===== src/rtl/lsu_pkg.sv =====
// -----------------------------------------------------------------------------
// lsu_pkg
// Shared types and helpers for the load/store unit memory master.
//   lsu_size_e  : access size encoding as carried on req_size
//   lsu_state_e : master FSM states
//   gen_wstrb   : byte-lane strobes for a store of a given size/offset
//   misaligned  : flags accesses that must not reach the bus
// -----------------------------------------------------------------------------
package lsu_pkg;

  typedef enum logic [1:0] {
    SIZE_BYTE    = 2'b00,
    SIZE_HALF    = 2'b01,
    SIZE_WORD    = 2'b10,
    SIZE_ILLEGAL = 2'b11
  } lsu_size_e;

  typedef enum logic [1:0] {
    IDLE = 2'b00,
    BUS  = 2'b01,
    RESP = 2'b10
  } lsu_state_e;

  function automatic logic [3:0] gen_wstrb(input lsu_size_e size, input logic [1:0] off);
    case (size)
      SIZE_BYTE: return 4'b0001 << off;
      SIZE_HALF: return 4'b0011 << {off[1], 1'b0};
      SIZE_WORD: return 4'b1111;
      default:   return 4'b0000;
    endcase
  endfunction

  function automatic logic misaligned(input lsu_size_e size, input logic [1:0] off);
    case (size)
      SIZE_BYTE: return 1'b0;
      SIZE_HALF: return off[0];
      SIZE_WORD: return off != 2'b00;
      default:   return 1'b1;
    endcase
  endfunction

endpackage


===== src/rtl/lsu_mem_master_load_align.sv =====
// -----------------------------------------------------------------------------
// lsu_load_align
// Combinational load-data aligner: moves the addressed byte/half down to bit 0
// and sign- or zero-extends it. Words pass through unchanged.
//   rdata_i     [31:0] raw word returned by the memory
//   offset_i    [1:0]  byte offset within the word
//   size_i      [1:0]  access size (lsu_size_e encoding)
//   unsigned_i         1 = zero-extend, 0 = sign-extend
//   data_o      [31:0] aligned, extended load result
// -----------------------------------------------------------------------------
module lsu_load_align
  import lsu_pkg::*;
(
  input  logic [31:0] rdata_i,
  input  logic [1:0]  offset_i,
  input  logic [1:0]  size_i,
  input  logic        unsigned_i,
  output logic [31:0] data_o
);

  logic [31:0] shifted;

  always_comb begin
    shifted = rdata_i >> {offset_i, 3'b000};
    case (lsu_size_e'(size_i))
      SIZE_BYTE: data_o = unsigned_i ? {24'h000000, shifted[7:0]}
                                     : {{24{shifted[7]}}, shifted[7:0]};
      SIZE_HALF: data_o = unsigned_i ? {16'h0000, shifted[15:0]}
                                     : {{16{shifted[15]}}, shifted[15:0]};
      default:   data_o = shifted;
    endcase
  end

endmodule


===== src/rtl/lsu_mem_master.sv =====
// -----------------------------------------------------------------------------
// lsu_mem_master
// Load/store unit back-end driving a mem_if master. Accepts one request at a
// time, issues a single bus transfer (or none, for misaligned/illegal
// accesses) and returns an extended load result or store completion.
//
// Optional build macro: LSU_TIMEOUT_EN -- abort a bus transfer with rsp_err
// after TIMEOUT_CYCLES cycles without s_ready. Undefined: wait indefinitely.
//
// Ports:
//   clk, rst            clock, asynchronous active-high reset
//   req_*               request channel from execute (valid/ready handshake)
//   rsp_*               response channel to writeback (valid/ready handshake)
//   m_valid/m_addr/m_wdata/m_wstrb   mem_if master outputs (wstrb=0 is a read)
//   s_ready/s_rdata     mem_if slave handshake and read data
// -----------------------------------------------------------------------------
module lsu_mem_master
  import lsu_pkg::*;
#(
  parameter int unsigned TAG_W          = 5,
  parameter int unsigned TIMEOUT_CYCLES = 256
) (
  input  logic             clk,
  input  logic             rst,
  input  logic             req_valid,
  output logic             req_ready,
  input  logic             req_we,
  input  logic [1:0]       req_size,
  input  logic             req_unsigned,
  input  logic [31:0]      req_addr,
  input  logic [31:0]      req_wdata,
  input  logic [TAG_W-1:0] req_tag,
  output logic             rsp_valid,
  input  logic             rsp_ready,
  output logic [31:0]      rsp_rdata,
  output logic [TAG_W-1:0] rsp_tag,
  output logic             rsp_err,
  output logic             m_valid,
  output logic [31:0]      m_addr,
  output logic [31:0]      m_wdata,
  output logic [3:0]       m_wstrb,
  input  logic             s_ready,
  input  logic [31:0]      s_rdata
);

  lsu_state_e       state_q, state_d;
  logic             we_q, we_d;
  lsu_size_e        size_q, size_d;
  logic             uns_q, uns_d;
  logic [1:0]       off_q, off_d;
  logic [TAG_W-1:0] tag_q, tag_d;
  logic             err_q, err_d;
  logic [31:0]      addr_q, addr_d;
  logic [31:0]      wdata_q, wdata_d;
  logic [3:0]       wstrb_q, wstrb_d;
  logic [31:0]      rdata_q, rdata_d;
  logic [31:0]      load_data;
  lsu_size_e        req_size_e;

`ifdef LSU_TIMEOUT_EN
  localparam int unsigned CNT_W = (TIMEOUT_CYCLES > 1) ? $clog2(TIMEOUT_CYCLES) : 1;
  localparam logic [CNT_W-1:0] CNT_LAST = CNT_W'(TIMEOUT_CYCLES - 1);
  logic [CNT_W-1:0] cnt_q, cnt_d;
`endif

  assign req_size_e = lsu_size_e'(req_size);

  always_comb begin
    state_d = state_q;
    we_d    = we_q;
    size_d  = size_q;
    uns_d   = uns_q;
    off_d   = off_q;
    tag_d   = tag_q;
    err_d   = err_q;
    addr_d  = addr_q;
    wdata_d = wdata_q;
    wstrb_d = wstrb_q;
    rdata_d = rdata_q;
`ifdef LSU_TIMEOUT_EN
    cnt_d   = cnt_q;
`endif
    case (state_q)
      IDLE: begin
        if (req_valid) begin
          we_d   = req_we;
          size_d = req_size_e;
          uns_d  = req_unsigned;
          off_d  = req_addr[1:0];
          tag_d  = req_tag;
          if (misaligned(req_size_e, req_addr[1:0])) begin
            err_d   = 1'b1;
            state_d = RESP;
          end else begin
            err_d   = 1'b0;
            addr_d  = {req_addr[31:2], 2'b00};
            wstrb_d = req_we ? gen_wstrb(req_size_e, req_addr[1:0]) : 4'b0000;
            case (req_size_e)
              SIZE_BYTE: wdata_d = {4{req_wdata[7:0]}};
              SIZE_HALF: wdata_d = {2{req_wdata[15:0]}};
              default:   wdata_d = req_wdata;
            endcase
`ifdef LSU_TIMEOUT_EN
            cnt_d   = '0;
`endif
            state_d = BUS;
          end
        end
      end
      BUS: begin
        if (s_ready) begin
          rdata_d = s_rdata;
          state_d = RESP;
        end
`ifdef LSU_TIMEOUT_EN
        else if (cnt_q == CNT_LAST) begin
          err_d   = 1'b1;
          state_d = RESP;
        end else begin
          cnt_d = cnt_q + 1'b1;
        end
`endif
      end
      RESP: begin
        if (rsp_ready) state_d = IDLE;
      end
      default: state_d = IDLE;
    endcase
  end

  always_ff @(posedge clk or posedge rst) begin
    if (rst) begin
      state_q <= IDLE;
      we_q    <= 1'b0;
      size_q  <= SIZE_BYTE;
      uns_q   <= 1'b0;
      off_q   <= '0;
      tag_q   <= '0;
      err_q   <= 1'b0;
      addr_q  <= '0;
      wdata_q <= '0;
      wstrb_q <= '0;
      rdata_q <= '0;
`ifdef LSU_TIMEOUT_EN
      cnt_q   <= '0;
`endif
    end else begin
      state_q <= state_d;
      we_q    <= we_d;
      size_q  <= size_d;
      uns_q   <= uns_d;
      off_q   <= off_d;
      tag_q   <= tag_d;
      err_q   <= err_d;
      addr_q  <= addr_d;
      wdata_q <= wdata_d;
      wstrb_q <= wstrb_d;
      rdata_q <= rdata_d;
`ifdef LSU_TIMEOUT_EN
      cnt_q   <= cnt_d;
`endif
    end
  end

  lsu_load_align u_load_align (
    .rdata_i    (rdata_q),
    .offset_i   (off_q),
    .size_i     (size_q),
    .unsigned_i (uns_q),
    .data_o     (load_data)
  );

  // m_valid decodes straight from state so an async reset kills it at once.
  assign req_ready = (state_q == IDLE);
  assign m_valid   = (state_q == BUS);
  assign m_addr    = addr_q;
  assign m_wdata   = wdata_q;
  assign m_wstrb   = wstrb_q;
  assign rsp_valid = (state_q == RESP);
  assign rsp_err   = rsp_valid & err_q;
  assign rsp_tag   = tag_q;
  // Stores, errors and timeouts report zero data.
  assign rsp_rdata = (rsp_valid && !we_q && !err_q) ? load_data : '0;

endmodule


===== config.mk =====
export PLATFORM = sky130hd
export DESIGN_NAME = lsu_mem_master
export DESIGN_NICKNAME = d
export VERILOG_FILES = /design/src/rtl/lsu_pkg.sv /design/src/rtl/lsu_mem_master_load_align.sv /design/src/rtl/lsu_mem_master.sv
export SDC_FILE = /design/constraint.sdc
export NUM_CORES = 1
export LEC_CHECK = 0
export ABC_CLOCK_PERIOD_IN_PS = 4700
export BUFFER_PORTS_ARGS = -buffer_cell sky130_fd_sc_hd__buf_2
export CAP_MARGIN = 0
export CORE_MARGIN = 2
export CORE_UTILIZATION = 38
export CTS_CLUSTER_DIAMETER = 80
export DETAILED_ROUTE_END_ITERATION = 8
export PLACE_DENSITY = 0.66
export SLEW_MARGIN = 5
export SYNTH_ARGS = -nofsm -noshare
export SYNTH_HDL_FRONTEND = slang
export SYNTH_SLANG_ARGS = --single-unit

===== constraint.sdc =====
create_clock -name clk -period 4.7 [get_ports clk]
set_input_delay 0.94 -clock clk [delete_from_list [all_inputs] [get_ports clk]]
set_output_delay 0.94 -clock clk [all_outputs]
set_load 0.005 [all_outputs]

==> metrics.yaml <==
rr_startpoint: "state_q[0]"
die_area_um2: 14800
timing_hold_violations_final: 0
report.final.slew_viol_count: 0
postSynth.asyncResetShare: 1.00
ir_worst_vdd_mv: 0.282
multi_input_area_um2: 2310
fin_skew_ns: 0.0117
max-clock-path-buffers: 2
crit_path_required_time_ns: 3.76
fin_crit_sh: 0.793
cts_resized: 0
yosysTopAreaCellShare: 0.532
filler_cell_count: 1263
synthesized_area_divided_by_synthesized_cell_count_um2: 11.7
synth_seq_area_share: 0.532
period_needed_ns: 3.73
std_cell_rows: 43
first_global_vias: 4277
floorplan.initialDensity: 0.384
p_leak_uw: 0.00347
drt_pass1_iterations: 4
postSynth.topFlopCell: "dfrtp_1"
grt_first_pass_wirelength_um: 21400
clock_insertion_delay_worst_skew_ns: 0.35
placement.io_buffers: 216
critical_path.slowest_cell: "or4b_1"
timing.critical_path.slowest_cell_delay_ns: 0.85
detailedPlace.worstSlack_ns: 1.36
ctsHtreeMaxLevel: 3
tightest_slew_ns: 1.01
setup_violation_total_in_the_final_timing_report: 0
fin_ws_ns: 0.973
synthTopCellsByArea: "dfrtp_1, mux2_2, mux2i_1"
routed_wire_length_per_instance_um: 16.3
yosysWarnings: 0
routed_wl_um: 13600
clock_tree_from_tritoncts: "yes"
grt_antenna_before_repair: 0
path_buf_inv: 1
cts_hold_repair.buffers: 0
critical_path_peak_fanout: 18
clock.fmax_ghz: 0.268
via_count: 4236
run_status: "completed"
placeableCoreArea_um2: 13700
grt_setup_unrepaired: "no"
ant_nets: 0
worst-setup-path-type: "flop to output pin"
crit_family: "simple AND/OR/NAND/NOR gates"
viasPerCell: 5.07
power.density_nw_per_um2: 606
route.detailed.drc: 0
critical_path.cell_chain: "or4b_1 > or3b_1 > nor2_8 > a21o_1 > buf_2"
tritoncts.num_buffers: 9
critical_path_start: "state_q[0]"
headroom_to_the_max_slew_limit: 0.329
clkSlewWorstSetupHoldPaths_ns: 0.08
die_h_um: 122
worst_setup_path_start_kind: "flop"
floorplan.die.width_um: 122
antennaDiodeCount: 0
area_growth_syn_to_layout_pct: 29.4
endpoint_kind: "output pin"
post-cts-setup-buffers: 0
final-seq-area_um2: 2800
clockRootBuffer: "clkbuf_16"
pin_count: 219
clock_sinks: 112
syn-cell-area_um2: 5270
yosys_cell_types: 34
pin_count_of_the_biggest_net_entering_global_routing: 95
hold_path.class: "flop to flop"
post_route_cells_drive_above_1_share: 0.501
hold_path.startpoint: "m_wdata[30]"
tns_ns: 0
post_synth_inst_count: 451
timing.critical_path.arrival_ns: 2.79
synth.largest_area_cell: "dfrtp_1"
ys_ff_latch: 112
max_cap_viol_count: 0
finalNetCount: 760
synth-edff-count: 0
gpl.final_weighted_congestion: 0.841
dp.final_hpwl_um: 9970
track_usage: 0.185
detailedRoute.firstIterationViolations: 234
grt_remaining_overflow: 0
## cells by family after synthesis
logic type	synth area share
mux	0.251
flops	0.532
compound gates	0.114
simple gates	0.0700
buf+inv	0.0330
other cells	0.000711
## worst paths after layout
path / slack, ns / depth (start not counted) / endpoint
setup / recovery: 0.97 / 5 / rsp_rdata[28]
hold / removal: 0.48 / 2 / m_wdata[30]
setup reg to reg: 2.94 / 5 / m_addr[18]
hold reg to reg: 0.48 / 2 / m_wdata[30]
max in group asynchronous: 2.89 / 3 / rdata_q[22]
min in group asynchronous: 0.81 / 2 / m_addr[22]
## sequential cells by signal (all words and copies together) (netlist names), 2 cells and up
signal   count
off_q        2
rdata_q     32
m_wdata     32
m_addr      30
state_q      2
m_wstrb      4
rsp_tag      5
size_q       2
## routing by layer
layer	up-vias	global-route usage	routed length (um)
li1	1988	-	-
met4	0	0.0682	237
met3	20	0.0501	1200
met1	2038	0.230	5660
met5	-	0	0
met2	190	0.311	6530
## worst min-delay path, delay by kind of cell (launching register included)
kind	cells	cell delay [ns]
compound gates	1	0.06
flops	1	0.34
simple gates	1	0.04
## power by group
group	internal (uW)	switching, uW
Combinational	817	751
Sequential	1440	302
Clock	454	369
## stage by stage
step / utilization / total power (uW) / area (um^2) / cells / hold WS [ns]
finish: 0.497 / 4140 / 6830 / 835 / 0.478
global route: 0.497 / 4440 / 6830 / 835 / 0.516
CTS: 0.497 / 4180 / 6830 / 835 / 0.483
detailed placement: 0.474 / 3350 / 6500 / 819 / 0.465
global placement: 0.474 / 3290 / 6500 / 819 / 0.457
floorplan: - / 2670 / 5280 / 452 / 0.471
## cell usage in the layout, fill, tap and decap left out, types with 2 or more instances in the layout
cell	count
buf_2	216
dfrtp_1	112
mux2_2	82
o21ai_0	43
nand2_1	41
mux2i_1	40
a21oi_1	18
nor2_1	16
a211oi_1	14
nor2b_1	10
clkbuf_16	9
a21o_1	8
o2bb2ai_1	7
inv_1	5
buf_4	5
nor3_1	2
a21boi_0	2
conb_1	2
inv_8	2
clkbuf_8	2
## area by class of cell
cell class                 count  area share
clock buffer                  11      0.0370
timing repair buffer         222       0.167
clock inverter                 5      0.0103
tap                          180      0.0330
multi-input combinational    299       0.339
sequential                   112       0.411
inverter                       6     0.00367
## cell usage after synthesis, types with 7 or more instances
cell type / number
a211oi_1: 14
a21o_1: 8
a21oi_1: 18
buf_1: 7
clkbuf_1: 21
dfrtp_1: 112
mux2_2: 82
mux2i_1: 40
nand2_1: 41
nor2_1: 16
nor2b_1: 10
o21ai_0: 43
o2bb2ai_1: 7
No activity file was read; power rests on OpenSTA's default activity.
